--- src/rtl/bram_access_seq_if.sv ---
// Core-request / BRAM-port bundle for the instruction/data BRAM sequencer.
// master = the sequencer; slave = the core and BRAM environment around it.
interface bram_access_seq_if #(
  parameter int WORD_SIZE = 16
);
  logic                 req_valid;
  logic                 req_ready;
  logic [15:0]          req_pc;
  logic [2:0]           req_draddr;
  logic [2:0]           req_dwaddr;
  logic [WORD_SIZE-1:0] req_wdata;
  logic                 req_we;

  logic                 i1re;
  logic                 i2re;
  logic                 dre;
  logic                 gwe;
  logic [15:0]          i1addr;
  logic [15:0]          i2addr;
  logic [2:0]           draddr;
  logic [2:0]           dwaddr;
  logic [WORD_SIZE-1:0] din;
  logic                 dwe;
  logic [15:0]          i1out;
  logic [15:0]          i2out;
  logic [WORD_SIZE-1:0] dout;

  logic                 resp_valid;
  logic [15:0]          resp_insn1;
  logic [15:0]          resp_insn2;
  logic [WORD_SIZE-1:0] resp_data;
  logic [15:0]          frame_cnt;

  modport master (
    input  req_valid, req_pc, req_draddr, req_dwaddr, req_wdata, req_we,
    input  i1out, i2out, dout,
    output req_ready, i1re, i2re, dre, gwe, i1addr, i2addr, draddr, dwaddr,
    output din, dwe, resp_valid, resp_insn1, resp_insn2, resp_data, frame_cnt
  );

  modport slave (
    output req_valid, req_pc, req_draddr, req_dwaddr, req_wdata, req_we,
    output i1out, i2out, dout,
    input  req_ready, i1re, i2re, dre, gwe, i1addr, i2addr, draddr, dwaddr,
    input  din, dwe, resp_valid, resp_insn1, resp_insn2, resp_data, frame_cnt
  );
endinterface

--- src/rtl/bram_access_seq.sv ---
// Initiator for the time-multiplexed BRAM port: one core request becomes an
// i1re/i2re/dre/gwe strobe frame, and the returned words come back as one response.
module bram_access_seq #(
  parameter int WORD_SIZE = 16
) (
  input logic              idclk,
  input logic              rst,
  bram_access_seq_if.master bus
);

  typedef enum logic [2:0] {
    IDLE = 3'd0,
    P1   = 3'd1,
    P2   = 3'd2,
    P3   = 3'd3,
    P4   = 3'd4
  } state_e;

  state_e               state_q;
  logic                 req_ready_q;
  logic                 i1re_q;
  logic                 i2re_q;
  logic                 dre_q;
  logic                 gwe_q;
  logic [15:0]          i1addr_q;
  logic [15:0]          i2addr_q;
  logic [2:0]           draddr_q;
  logic [2:0]           dwaddr_q;
  logic [WORD_SIZE-1:0] din_q;
  logic                 dwe_q;
  logic                 resp_valid_q;
  logic [15:0]          resp_insn1_q;
  logic [15:0]          resp_insn2_q;
  logic [WORD_SIZE-1:0] resp_data_q;
  logic [15:0]          frame_cnt_q;
  logic                 accept_d;

  assign accept_d = bus.req_valid && req_ready_q;

  // Frame sequencer: state, one-hot strobes, request latches and response capture.
  always_ff @(posedge idclk) begin
    if (rst) begin
      state_q      <= IDLE;
      req_ready_q  <= 1'b1;
      i1re_q       <= 1'b0;
      i2re_q       <= 1'b0;
      dre_q        <= 1'b0;
      gwe_q        <= 1'b0;
      i1addr_q     <= 16'h0000;
      i2addr_q     <= 16'h0000;
      draddr_q     <= 3'd0;
      dwaddr_q     <= 3'd0;
      din_q        <= '0;
      dwe_q        <= 1'b0;
      resp_valid_q <= 1'b0;
      resp_insn1_q <= 16'h0000;
      resp_insn2_q <= 16'h0000;
      resp_data_q  <= '0;
      frame_cnt_q  <= 16'h0000;
    end else begin
      resp_valid_q <= 1'b0;
      i1re_q       <= 1'b0;
      i2re_q       <= 1'b0;
      dre_q        <= 1'b0;
      gwe_q        <= 1'b0;

      if (accept_d) begin
        i1addr_q <= bus.req_pc;
        i2addr_q <= bus.req_pc + 16'd1;
        draddr_q <= bus.req_draddr;
        dwaddr_q <= bus.req_dwaddr;
        din_q    <= bus.req_wdata;
        dwe_q    <= bus.req_we;
      end

      case (state_q)
        IDLE: begin
          if (accept_d) begin
            state_q     <= P1;
            i1re_q      <= 1'b1;
            req_ready_q <= 1'b0;
          end else begin
            state_q     <= IDLE;
            req_ready_q <= 1'b1;
          end
        end
        P1: begin
          state_q     <= P2;
          i2re_q      <= 1'b1;
          req_ready_q <= 1'b0;
        end
        P2: begin
          resp_insn1_q <= bus.i1out;
          state_q      <= P3;
          dre_q        <= 1'b1;
          req_ready_q  <= 1'b0;
        end
        P3: begin
          resp_insn2_q <= bus.i2out;
          state_q      <= P4;
          gwe_q        <= 1'b1;
          req_ready_q  <= 1'b1;
        end
        P4: begin
          // dout here was read on the P3 edge, before that edge's write landed.
          resp_data_q  <= bus.dout;
          resp_valid_q <= 1'b1;
          frame_cnt_q  <= frame_cnt_q + 16'd1;
          if (accept_d) begin
            state_q     <= P1;
            i1re_q      <= 1'b1;
            req_ready_q <= 1'b0;
          end else begin
            state_q     <= IDLE;
            dwe_q       <= 1'b0;
            req_ready_q <= 1'b1;
          end
        end
        default: begin
          state_q     <= IDLE;
          dwe_q       <= 1'b0;
          req_ready_q <= 1'b1;
        end
      endcase
    end
  end

  assign bus.req_ready  = req_ready_q;
  assign bus.i1re       = i1re_q;
  assign bus.i2re       = i2re_q;
  assign bus.dre        = dre_q;
  assign bus.gwe        = gwe_q;
  assign bus.i1addr     = i1addr_q;
  assign bus.i2addr     = i2addr_q;
  assign bus.draddr     = draddr_q;
  assign bus.dwaddr     = dwaddr_q;
  assign bus.din        = din_q;
  assign bus.dwe        = dwe_q;
  assign bus.resp_valid = resp_valid_q;
  assign bus.resp_insn1 = resp_insn1_q;
  assign bus.resp_insn2 = resp_insn2_q;
  assign bus.resp_data  = resp_data_q;
  assign bus.frame_cnt  = frame_cnt_q;

endmodule

--- src/flat_wrapper.sv ---
// flat-port wrapper written by rule: the top's interface ports become plain ports
module bram_access_seq_flat 
#(
  parameter int WORD_SIZE = 16
)
  (idclk, rst, bus_req_valid, bus_req_pc, bus_req_draddr, bus_req_dwaddr, bus_req_wdata, bus_req_we, bus_i1out, bus_i2out, bus_dout, bus_req_ready, bus_i1re, bus_i2re, bus_dre, bus_gwe, bus_i1addr, bus_i2addr, bus_draddr, bus_dwaddr, bus_din, bus_dwe, bus_resp_valid, bus_resp_insn1, bus_resp_insn2, bus_resp_data, bus_frame_cnt);
  bram_access_seq_if #(.WORD_SIZE(WORD_SIZE)) bus_i ();
  input logic idclk;
  input logic rst;
  input wire logic [$bits(bus_i.req_valid)-1:0] bus_req_valid;
  input wire logic [$bits(bus_i.req_pc)-1:0] bus_req_pc;
  input wire logic [$bits(bus_i.req_draddr)-1:0] bus_req_draddr;
  input wire logic [$bits(bus_i.req_dwaddr)-1:0] bus_req_dwaddr;
  input wire logic [$bits(bus_i.req_wdata)-1:0] bus_req_wdata;
  input wire logic [$bits(bus_i.req_we)-1:0] bus_req_we;
  input wire logic [$bits(bus_i.i1out)-1:0] bus_i1out;
  input wire logic [$bits(bus_i.i2out)-1:0] bus_i2out;
  input wire logic [$bits(bus_i.dout)-1:0] bus_dout;
  output wire logic [$bits(bus_i.req_ready)-1:0] bus_req_ready;
  output wire logic [$bits(bus_i.i1re)-1:0] bus_i1re;
  output wire logic [$bits(bus_i.i2re)-1:0] bus_i2re;
  output wire logic [$bits(bus_i.dre)-1:0] bus_dre;
  output wire logic [$bits(bus_i.gwe)-1:0] bus_gwe;
  output wire logic [$bits(bus_i.i1addr)-1:0] bus_i1addr;
  output wire logic [$bits(bus_i.i2addr)-1:0] bus_i2addr;
  output wire logic [$bits(bus_i.draddr)-1:0] bus_draddr;
  output wire logic [$bits(bus_i.dwaddr)-1:0] bus_dwaddr;
  output wire logic [$bits(bus_i.din)-1:0] bus_din;
  output wire logic [$bits(bus_i.dwe)-1:0] bus_dwe;
  output wire logic [$bits(bus_i.resp_valid)-1:0] bus_resp_valid;
  output wire logic [$bits(bus_i.resp_insn1)-1:0] bus_resp_insn1;
  output wire logic [$bits(bus_i.resp_insn2)-1:0] bus_resp_insn2;
  output wire logic [$bits(bus_i.resp_data)-1:0] bus_resp_data;
  output wire logic [$bits(bus_i.frame_cnt)-1:0] bus_frame_cnt;
  assign bus_i.req_valid = bus_req_valid;
  assign bus_i.req_pc = bus_req_pc;
  assign bus_i.req_draddr = bus_req_draddr;
  assign bus_i.req_dwaddr = bus_req_dwaddr;
  assign bus_i.req_wdata = bus_req_wdata;
  assign bus_i.req_we = bus_req_we;
  assign bus_i.i1out = bus_i1out;
  assign bus_i.i2out = bus_i2out;
  assign bus_i.dout = bus_dout;
  assign bus_req_ready = bus_i.req_ready;
  assign bus_i1re = bus_i.i1re;
  assign bus_i2re = bus_i.i2re;
  assign bus_dre = bus_i.dre;
  assign bus_gwe = bus_i.gwe;
  assign bus_i1addr = bus_i.i1addr;
  assign bus_i2addr = bus_i.i2addr;
  assign bus_draddr = bus_i.draddr;
  assign bus_dwaddr = bus_i.dwaddr;
  assign bus_din = bus_i.din;
  assign bus_dwe = bus_i.dwe;
  assign bus_resp_valid = bus_i.resp_valid;
  assign bus_resp_insn1 = bus_i.resp_insn1;
  assign bus_resp_insn2 = bus_i.resp_insn2;
  assign bus_resp_data = bus_i.resp_data;
  assign bus_frame_cnt = bus_i.frame_cnt;
  bram_access_seq #(.WORD_SIZE(WORD_SIZE)) u_core (.idclk(idclk), .rst(rst), .bus(bus_i));
endmodule
--- config.mk ---
export PLATFORM = sky130hd
export DESIGN_NAME = bram_access_seq_flat
export DESIGN_NICKNAME = d
export VERILOG_FILES = /design/src/rtl/bram_access_seq_if.sv /design/src/rtl/bram_access_seq.sv /design/src/flat_wrapper.sv
export SDC_FILE = /design/constraint.sdc
export NUM_CORES = 1
export LEC_CHECK = 0
export ABC_AREA = 1
export CORE_MARGIN = 2
export CORE_UTILIZATION = 35
export CTS_BUF_LIST = sky130_fd_sc_hd__clkbuf_8
export DETAILED_ROUTE_END_ITERATION = 6
export MAX_ROUTING_LAYER = met4
export PLACE_DENSITY = 0.64
export SYNTH_ARGS = -nofsm -noshare
export SYNTH_HDL_FRONTEND = slang
export SYNTH_SLANG_ARGS = --single-unit
--- constraint.sdc ---
create_clock -name idclk -period 3.05 [get_ports idclk]
set_input_delay 0.4575 -clock idclk [delete_from_list [all_inputs] [get_ports idclk]]
set_output_delay 0.4575 -clock idclk [all_outputs]
set_load 0.05 [all_outputs]
==> flow_metrics.env, run 1 <==
export IMPL_drtPass1Iterations=4
export IMPL_die_x_um=125
export IMPL_hpwl_mm=10.1
export IMPL_layoutNonFillerInstCount=1101
export IMPL_worstReg2RegEnd="u_core.bus.frame_cnt[4]"
export IMPL_gr_total_overflow=0
export IMPL_grt_setup_unrepaired="false"
export IMPL_track_usage_pct=19.3
export IMPL_fin_ws_ps=856
export IMPL_skew_ps=9.08
export IMPL_routed_wl_mm=14.6
export IMPL_pin_count=215
export IMPL_die_h_um=125
export IMPL_grt_pass1_wl_mm=23.6
export IMPL_syn_area_um2=5090
export IMPL_crit_chain="clkdlybuf4s50_1"
export IMPL_start_util_pct=35.4
export IMPL_clkTransAtPathRegs_ps=70
export IMPL_maxCapViolations=0
export IMPL_avgRoutedWirePerCell_um=13.3
export IMPL_yosys_area_top_type="dfxtp_1"
export IMPL_diodes=0
export IMPL_ff2ff_setup_slack_ps=1460
export IMPL_synth_cells=699
export IMPL_drt_iter0_markers=258
export IMPL_hold_start="u_core.bus.i1addr[5]"
export IMPL_timing_fmax_ghz=0.456
export IMPL_syn_nets=791
export IMPL_die_area_um2=15500
export IMPL_dp_slack_ps=848
export IMPL_ant_nets=0
export IMPL_worst_slew_pin_slew_ps=595
export IMPL_cp_start_kind="register"
export IMPL_antenna_found_initial=0
export IMPL_cts_tree="yes"
export IMPL_fin_crit_sh_pct=71.9
export IMPL_crit_type="register to output pin"
export IMPL_root_buffer="clkbuf_8"
export IMPL_status="complete, no violations"
export IMPL_worstPathArrival_ps=1740
export IMPL_gp_congestion=0.872
export IMPL_setup_violations=0
export IMPL_cp_startpoint="u_core.bus.frame_cnt[2]"
export IMPL_rr_worst_depth=6
export IMPL_end_kind="output pin"
export IMPL_portBuffers=214
export IMPL_powerDensity_nw_per_um2=619
export IMPL_critical_path_buf_inv_count=1
export IMPL_ys_top_cells_by_area="dfxtp_1, nor2_1, nand2_1"
export IMPL_crit_family="buffers and inverters"
export IMPL_synthToLayoutAreaGrowth_pct=53.8
export IMPL_worstPathRequired_ps=2590
export IMPL_tns_ps=0
export IMPL_critical_path_peak_fanout=6
export IMPL_relSlewSlack_pct=60.3
export IMPL_cts_resized=0
export IMPL_ys_seq_area_share_pct=50.3
export IMPL_cts_setup_buffers=0
export IMPL_fillCellCount=1392
export IMPL_cts_made_buffers=17
export IMPL_min_to="u_core.bus.i1addr[5]"
export IMPL_grt_pass1_vias=4705
export IMPL_syn_area_per_cell_um2=7.29
export IMPL_ys_types=28
export IMPL_hold_viol_final=0
export IMPL_ir_drop_mv=0.523
export IMPL_final_nets=996
export IMPL_synth_edf_count=0
export IMPL_synthFlopType="dfxtp_1"
export IMPL_clk_latency_ps=430
export IMPL_power_leakage_nw=3.13
export IMPL_finalMaxSlewViolations=0
export IMPL_regArea_um2=2560
export IMPL_period_minus_slack_ps=2190
export IMPL_min_path_cells=2
export IMPL_slowest_stage="clkdlybuf4s50_1"
export IMPL_async_reset_ff_share_pct=0
export IMPL_drive_gt1_share_pct=5.78
export IMPL_grt_max_degree=65
export IMPL_r2r_start="u_core.state_q[0]"
export IMPL_synth_seq_cells=128
export IMPL_cts_htree_levels=4
export IMPL_core_area_um2=14400
export IMPL_cts_hold_buf=0
export IMPL_synthMostInstantiatedCell="nor2_1"
export IMPL_cts_path_max_buffers=2
export IMPL_max_stage_delay_ps=860
export IMPL_synth_top_area_share_pct=50.3
export IMPL_yosys_warnings=0
export IMPL_drc=0
export IMPL_multiInputGateArea_um2=2140
export IMPL_dpl_cell_count=1069
export IMPL_clkSinkCount=128
export IMPL_num_vias=5099
export IMPL_viasPerCell=4.63
export IMPL_rows=44
export IMPL_synth_common_cells="nor2_1, dfxtp_1, nand2_1, o21ai_0, inv_1"
export IMPL_hp_class="register to register"
[worst max-delay path by stage]
stage	cells after the start	slack, ps	to
CTS	1	810	bus_frame_cnt[2]
global route	1	790	bus_frame_cnt[2]
global placement	9	890	u_core.bus.i2addr[10]
finish	1	860	bus_frame_cnt[2]
detailed placement	9	850	u_core.bus.i2addr[10]
floorplan	6	1360	u_core.bus.frame_cnt[12]
[state kept, by name, indices dropped and copies added (netlist names), 3 cells and up]
register,cells
u_core.bus.resp_data,16
u_core.bus.resp_insn1,16
u_core.bus.resp_insn2,16
u_core.bus.din,16
u_core.bus.i1addr,16
u_core.state_q,3
u_core.bus.dwaddr,3
u_core.bus.i2addr,16
u_core.bus.draddr,3
u_core.bus.frame_cnt,16
[tightest hold or removal path, delay by kind of cell (launching register included)]
kind	cells	cell delay, ps
AOI/OAI and AO/OA	1	50
DFF	1	310
and+or+nand+nor	1	60
[through the flow]
stage	util [%]	instance area, um2	power (mW)	hold slack (ps)
floorplan	-	5090	2.67	559
global placement	51.1	7350	3.12	448
detailed placement	51.1	7350	3.12	453
CTS	54.5	7830	4.90	462
global route	54.5	7830	5.06	473
finish	54.5	7830	4.85	463
[cell usage in the layout, fill, tap and decap left out]
master	count
nor4_1	1
and2_1	1
clkinv_2	4
a21oi_2	1
nand2_2	1
a211oi_2	1
buf_12	1
nor2_1	184
dfxtp_1	128
inv_1	52
nor2_4	2
inv_2	5
nand3_2	1
clkdlybuf4s50_1	214
o21ai_1	2
bufinv_16	6
clkbuf_8	20
o21bai_1	3
buf_4	5
o21ai_0	78
xnor2_1	1
clkinvlp_4	1
a221oi_1	1
nor2_2	2
nor3_1	1
ha_1	2
nand2_1	108
nand3_1	50
a21oi_1	29
nand3_4	1
nand2_4	2
nand4_1	9
[report_power, final]
group	switching [mW]	leakage, nW	internal [mW]
clock	0.656	0.250	1.11
sequential	0.0722	1.05	1.80
combinational	0.780	1.84	0.424
[routing by layer]
layer | vias up | track usage (%) | share of wire (%)
li1 | 2642 | - | -
met1 | 2293 | 25.1 | 47
met2 | 152 | 29.3 | 45
met3 | 12 | 5.37 | 5.8
met4 | 0 | 5.75 | 1.3
met5 | - | - | 0
[kinds of logic after synthesis]
logic type | share of synthesized area [%]
compound gates | 11.7
buf+inv | 7.64
fa+ha+maj | 0.491
simple gates | 29.6
flops | 50.3
xor+xnor | 0.172
[final cells by class]
cell class	instances	share of cell area (%)
multi-input cells	481	27.4
flip-flops and latches	128	32.7
clock buffers	20	3.51
repair buffers	220	28.1
inverters	56	2.68
clock inverters	12	2.70
well taps	184	2.94
Note: power is estimated with default switching activity, not from simulation.
==> inputs of run 2 (changes only) <==
- PLACE_DENSITY: 0.64 -> 0.67
- clock period: 3.05 -> 1.9 ns (I/O delays scaled with it)
==> flow_metrics.env, run 2 (synthesis gave the netlist of run 1 again) <==
export IMPL_status="complete, no violations"
export IMPL_grt_max_degree=62
export IMPL_viasPerCell=4.62
export IMPL_hp_class="primary input to register"
export IMPL_maxCapViolations=0
export IMPL_powerDensity_nw_per_um2=882
export IMPL_regArea_um2=2560
export IMPL_diodes=0
export IMPL_core_area_um2=14400
export IMPL_die_h_um=125
export IMPL_finalMaxSlewViolations=0
export IMPL_swShare_pct=35.6
export IMPL_root_buffer="clkbuf_8"
export IMPL_crit_family="buffers and inverters"
export IMPL_layoutNonFillerInstCount=1109
export IMPL_start_util_pct=35.4
export IMPL_ff2ff_setup_slack_ps=330
export IMPL_rows=44
export IMPL_timing_fmax_ghz=0.544
export IMPL_gp_congestion=0.835
export IMPL_cts_htree_levels=4
export IMPL_fillCellCount=1422
export IMPL_die_area_um2=15500
export IMPL_drive_gt1_share_pct=7.24
export IMPL_setup_violations=0
export IMPL_power_leakage_nw=4.13
export IMPL_drc=0
export IMPL_ant_nets=0
export IMPL_fin_util_pct=54.0
export IMPL_routed_wl_mm=14.9
export IMPL_ir_drop_mv=0.512
export IMPL_place_area_um2=7420
export IMPL_worst_slew_pin_slew_ps=545
export IMPL_avgRoutedWirePerCell_um=13.4
export IMPL_period_minus_slack_ps=1840
export IMPL_layout_commonest_cell="nor2_1"
export IMPL_clkTransAtPathRegs_ps=80
export IMPL_slowest_stage="clkdlybuf4s50_1"
export IMPL_gr_total_overflow=0
export IMPL_worstPathRequired_ps=1620
export IMPL_p_sw_mw=2.44
export IMPL_final_cell_mix="nor2_1, dfxtp_1, nand2_1, clkdlybuf4s50_1, o21ai_0"
export IMPL_clkSinkCount=128
export IMPL_final_nets=1004
export IMPL_track_usage_pct=19.6
export IMPL_cts_made_buffers=17
export IMPL_antenna_found_initial=0
export IMPL_cp_start_kind="register"
export IMPL_end_kind="output pin"
export IMPL_synthToLayoutAreaGrowth_pct=52.5
export IMPL_portBuffers=214
export IMPL_worstPathArrival_ps=1550
export IMPL_drt_iter0_markers=302
export IMPL_clkPwrFrac_pct=28.7
export IMPL_max_stage_delay_ps=800
export IMPL_cts_tree="yes"
export IMPL_fin_crit_sh_pct=96.7
export IMPL_num_vias=5129
export IMPL_clk_latency_ps=440
export IMPL_cts_path_max_buffers=2
export IMPL_crit_type="register to output pin"
export IMPL_combinationalPowerShare_pct=27.4
export IMPL_critical_path_peak_fanout=1
export IMPL_holdWs_ps=421
export IMPL_crit_chain="clkdlybuf4s50_1"
export IMPL_multiInputGateArea_um2=2140
export IMPL_grt_pass1_vias=4786
export IMPL_skew_ps=10.9
export IMPL_die_x_um=125
export IMPL_p_int_mw=4.41
export IMPL_hold_viol_final=0
export IMPL_grt_setup_unrepaired="false"
export IMPL_critical_path_buf_inv_count=1
export IMPL_pwr_share_seq_pct=43.9
export IMPL_relSlewSlack_pct=63.6
export IMPL_grt_pass1_wl_mm=24.0
export IMPL_cts_setup_buffers=0
export IMPL_drtPass1Iterations=4
export IMPL_post_route_cell_area_um2=7760
export IMPL_pin_count=215
export IMPL_dpl_cell_count=1077
export IMPL_tns_ps=0
export IMPL_hpwl_mm=10.3
[run 2: repair_timing]
action	4_1_cts	5_1_grt
gates resized for setup	73	42
setup endpoints to repair	73	42
hold buffers	0	0
[run 2: layout make-up]
type / count / area share (%)
Tap cell: 184 / 2.97
Timing Repair Buffer: 228 / 29.5
Multi-Input combinational cell: 481 / 27.6
Sequential cell: 128 / 33.0
Inverter: 56 / 2.71
Clock inverter: 14 / 1.02
Clock buffer: 18 / 3.19
[run 2: worst paths after layout]
path                                  from                        to  cells past startpoint
setup / recovery     u_core.bus.resp_valid            bus_resp_valid                      1
hold / removal                bus_i1out[5]  u_core.bus.resp_insn1[5]                      3
setup reg to reg   u_core.bus.frame_cnt[1]  u_core.bus.frame_cnt[10]                      6
hold reg to reg   u_core.bus.resp_insn1[3]  u_core.bus.resp_insn1[3]                      2
[run 2: through the flow]
step                setup WS, ps  total power [mW]
detailed placement          65.1              5.04
floorplan                    208              4.29
finish                      62.7              6.85
global route                12.2              7.19
global placement             109              5.03
CTS                         1.05              6.95
[run 2: layer usage]
layer | GRT usage [%] | part of all wire (%) | vias up
li1 | - | - | 2656
met1 | 25.2 | 48 | 2291
met2 | 29.6 | 45 | 163
met3 | 5.07 | 5.3 | 19
met4 | 7.53 | 2.1 | 0
met5 | - | 0 | -
[run 2: power by group through the flow]
stage | Combinational [mW] | Clock [mW] | Sequential (mW)
after global placement | 1.96 | 0 | 3.07
after detailed placement | 1.97 | 0 | 3.07
after global routing | 2.01 | 2.15 | 3.03
final | 1.88 | 1.97 | 3.01
after CTS | 1.90 | 2.04 | 3.01
after floorplan | 0.524 | 0 | 3.76
==> inputs of run 3 (changes only) <==
- clock period: 1.9 -> 1.5 ns (I/O delays scaled with it)
==> flow_metrics.env, run 3 (synthesis gave the netlist of run 1 again) <==
export IMPL_cts_made_buffers=17
export IMPL_layoutNonFillerInstCount=1161
export IMPL_drive_gt1_share_pct=24.9
export IMPL_pin_count=215
export IMPL_crit_type="register to register"
export IMPL_crit_chain="ha_1 -> nand3_1 -> nor2_1 -> buf_4 -> nand3_1 -> o21ai_0 -> nor2_1"
export IMPL_rr_worst_depth=7
export IMPL_routed_wl_mm=15.3
export IMPL_period_minus_slack_ps=1370
export IMPL_fin_crit_sh_pct=91.2
export IMPL_ir_drop_mv=0.782
export IMPL_rows=44
export IMPL_hold_start="bus_i1out[3]"
export IMPL_cts_htree_levels=4
export IMPL_relSlewSlack_pct=80.0
export IMPL_cp_startpoint="u_core.bus.frame_cnt[1]"
export IMPL_grt_pass1_wl_mm=24.8
export IMPL_antenna_found_initial=0
export IMPL_grt_setup_unrepaired="false"
export IMPL_worstPathRequired_ps=1840
export IMPL_die_h_um=125
export IMPL_diodes=0
export IMPL_cp_start_kind="register"
export IMPL_fin_ws_ps=132
export IMPL_critical_path_buf_inv_count=1
export IMPL_portBuffers=214
export IMPL_core_area_um2=14400
export IMPL_maxCapViolations=0
export IMPL_post_route_cell_area_um2=8100
export IMPL_clk_latency_ps=450
export IMPL_end_kind="register"
export IMPL_clkSinkCount=128
export IMPL_skew_ps=6.67
export IMPL_hpwl_mm=10.9
export IMPL_die_x_um=125
export IMPL_drtPass1Iterations=4
export IMPL_hp_class="primary input to register"
export IMPL_grt_pass1_vias=4956
export IMPL_hold_viol_final=0
export IMPL_avgRoutedWirePerCell_um=13.1
export IMPL_cp_depth=7
export IMPL_drt_iter0_markers=303
export IMPL_num_vias=5337
export IMPL_place_area_um2=7680
export IMPL_ant_nets=0
export IMPL_die_area_um2=15500
export IMPL_final_nets=1057
export IMPL_dpl_cell_count=1130
export IMPL_max_stage_delay_ps=370
export IMPL_finalMaxSlewViolations=0
export IMPL_gr_total_overflow=0
export IMPL_setup_violations=0
export IMPL_powerDensity_nw_per_um2=1180
export IMPL_critical_path_peak_fanout=5
export IMPL_r2r_start="u_core.bus.frame_cnt[1]"
export IMPL_drc=0
export IMPL_crit_family="flip-flops"
export IMPL_grt_max_degree=53
export IMPL_track_usage_pct=20.3
export IMPL_fin_util_pct=56.4
export IMPL_cts_tree="yes"
export IMPL_layout_commonest_cell="nor2_1"
export IMPL_root_buffer="clkbuf_8"
export IMPL_cts_path_max_buffers=2
export IMPL_final_cell_mix="nor2_1, buf_4, dfxtp_1, nand2_1, clkdlybuf4s50_1"
export IMPL_ff2ff_setup_slack_ps=130
export IMPL_cts_setup_buffers=0
export IMPL_worstPathArrival_ps=1710
export IMPL_min_path_cells=3
export IMPL_start_util_pct=35.4
export IMPL_power_leakage_nw=3.67
export IMPL_status="complete, no violations"
export IMPL_fillCellCount=1371
export IMPL_timing_fmax_ghz=0.731
export IMPL_gp_congestion=0.848
export IMPL_viasPerCell=4.60
export IMPL_worst_slew_pin_slew_ps=299
export IMPL_clkTransAtPathRegs_ps=70
export IMPL_dp_slack_ps=-195
export IMPL_slowest_stage="dfxtp_2"
export IMPL_synthToLayoutAreaGrowth_pct=59.1
-- run 3: worst min-delay path, cell delays in order --
cell,delay [ps]
clkdlybuf4s50_1,390
nand3_1,80
a21oi_1,60
-- run 3: layout make-up --
class / instances / area, um2 / share of cell area [%]
clock buffers: 20 / 275 / 3.40
clock inverters: 11 / 138 / 1.70
inverters: 56 / 210 / 2.59
multi-input cells: 481 / 2150 / 26.5
flip-flops and latches: 128 / 2570 / 31.7
well taps: 184 / 230 / 2.84
repair buffers: 281 / 2530 / 31.3
-- run 3: worst paths after layout --
path	end
setup / recovery	u_core.bus.frame_cnt[10]
hold / removal	u_core.bus.resp_insn1[3]
setup reg to reg	u_core.bus.frame_cnt[10]
hold reg to reg	u_core.bus.resp_insn1[11]
-- run 3: per-stage QoR --
step / setup TNS [ps] / power, mW / hold WS, ps
after floorplan: 0 / 5.43 / 371
after global placement: -1140 / 6.49 / 449
after detailed placement: -1380 / 6.51 / 453
after CTS: 0 / 9.64 / 316
after global routing: 0 / 9.98 / 350
final: 0 / 9.53 / 349
-- run 3: report_power, final --
| group | switching [mW] | internal [mW] | total, mW |
|---|---|---|---|
| combinational | 1.63 | 0.967 | 2.60 |
| clock | 1.36 | 1.75 | 3.11 |
| sequential | 0.155 | 3.67 | 3.82 |
-- run 3: what timing repair did --
item                       in CTS  in global routing
setup endpoints to repair       0                  1
gates resized for setup         0                  1
hold buffers                    0                  0
-- run 3: routing by layer --
metal | GRT usage (%) | vias up | share of wire [%]
met2 | 31.7 | 164 | 47
met4 | 7.34 | 0 | 1.7
met3 | 4.98 | 23 | 5.4
met1 | 25.6 | 2384 | 46
li1 | - | 2766 | -
met5 | - | - | 0
==> RTL change, RTL diff (flow settings as in run 3) <==
Reset style: asynchronous (`rst`), changed in one clocked block.
--- a/src/rtl/bram_access_seq.sv
+++ b/src/rtl/bram_access_seq.sv
@@ -40,3 +40,3 @@
   // Frame sequencer: state, one-hot strobes, request latches and response capture.
-  always_ff @(posedge idclk) begin
+  always_ff @(posedge idclk or posedge rst) begin
     if (rst) begin
Check against the original RTL: differs if rst is asserted again (counterexample within 4 cycles, from zero or initial values and one cycle with rst high); with rst held inactive, the same outputs for 10 cycles.
==> RTL change against run 3 <==
Area after synthesis increased by 3.9%; synthesized cell count fell by 13%; cell area increased by 4.0%; critical path depth decreased by 3; clock skew up 1.3 ps; worst setup slack worse by 64 ps; routed wire length fell by 6.7%; hold slack got worse by 95 ps; first-iteration DRC count shrank 22%; sequential cell count unchanged; critical endpoint is now u_core.bus.resp_data[5]; highest routed layer unchanged.
Power is not compared: it rests on default switching activity, and its combinational part moved more than twofold at a synthesized area within 25%.
==> RTL change: results (changes against run 3) <==
- Worst hold path type: primary input to async pin
- Fraction of layout instances using a drive strength above 1: 24.9% (about the same)
- Largest net degree at the start of global routing: 66 (+25%)
- Clk_lat worst skew: 430 ps (-20 ps)
- Nets@finish: 956 (-9.6%)
- Global-route wire length before repair: 23.5 mm (-5.5%)
- Flop2flop setup slack: 70 ps (-60 ps)
- Reg-to-reg endpoint: u_core.bus.resp_data[5]
- Drt via density: 4.58 (-0.46%)
- Critical Path Fanout Max: 19 (+14)
- Fraction of registers with async set or reset after synthesis: 100% (+100 points)
- Unique masters post-synth: 29 (+3.6%)
- Initial DRT Pass Iterations: 5 (+1)
- XOR/XNOR share of the synthesized area: 2.15% (+2.0 points)
- CP peak stage delay: 510 ps (+140 ps)
- Top cells by count, synth: 331 x nand2_1, 127 x dfrtp_1, 30 x nor2_1, 24 x inv_1, 14 x o21ai_0
- Worst r2r src: u_core.state_q[2]
- Synth Flop Type: dfrtp_1
- Compound-Gate Fraction of Synth Area: 1.77% (-10 points)
- Slew headroom: 74.7% (-5.4 points)
- R2r worst-path depth: 4 (-3)
- GPL Wtd Cong: 0.880 (+3.8%)
- DRT Wirelength: 14.2 mm (-6.7%)
- Vias in the first global route: 4903 (-1.1%)
- Initial DRC Count: 237 (-22%)
- Adder-cell share of the synthesized area: 0.473% (-0.018 points)
- Outcome: finished, final reports clean
- CP max stage cell: dfrtp_1
- Worst Setup SP: u_core.state_q[2]
- Top post-synthesis cells by area: dfrtp_1 60%, nand2_1 23%, nor2_1 2.1%
- Syn Nets: 701 (-11%)
==> RTL change: changes by cell type in the layout (fill, tap and decap cells not counted), moves of 5 or more <==
cell / run 3 / this run
nand2_1: 108 / 330
nor2_1: 184 / 30
dfrtp_1: 0 / 127
dfxtp_1: 124 / 0
o21ai_0: 78 / 13
buf_4: 176 / 133
nand3_1: 50 / 13
a21oi_1: 29 / 2
inv_1: 51 / 24
buf_12: 16 / 32
xnor2_1: 1 / 8
xor2_1: 0 / 5
==> RTL change: cell type report <==
type | count | area (sq um)
clock inverters | 14 | 214
fillers | 1277 | 6220
flip-flops and latches | 128 | 3200
clock buffers | 18 | 248
repair buffers | 255 | 2540
well taps | 184 | 230
multi-input cells | 432 | 1870
inverters | 30 | 120
==> RTL change: per-stage QoR <==
stage	util, %	TNS, ps	hold slack, ps	setup slack, ps	std cells
global placement	54.3	-1800	457	-269	1029
finish	57.5	0	254	68.2	1061
CTS	57.4	0	246	72.3	1061
global route	57.5	-24.5	261	-20.5	1061
floorplan	-	-39340	332	-305	609
detailed placement	54.3	-2180	460	-337	1029
==> RTL change: layer usage <==
metal	global-route usage, %	wire [um]	vias to the layer above	share of wire (%)
met2	29.9	6860	177	48
met4	5.43	205	0	1.4
li1	-	-	2388	-
met3	5.44	842	21	5.9
met5	-	0	-	0
met1	23.2	6330	2269	44
==> RTL change: timing repair <==
action / 4_1_cts / 5_1_grt
resized for setup: 0 / 6
setup endpoints to repair: 0 / 7
hold buffers: 0 / 0
hold endpoints to repair: 0 / 0
==> RTL change: worst register-to-register path, delay by kind of cell, from the launching register on <==
| kind | cells | cell delay (ps) |
|---|---|---|
| AND/OR/NAND/NOR | 3 | 500 |
| flip-flops | 1 | 510 |
| buffers and inverters | 1 | 300 |
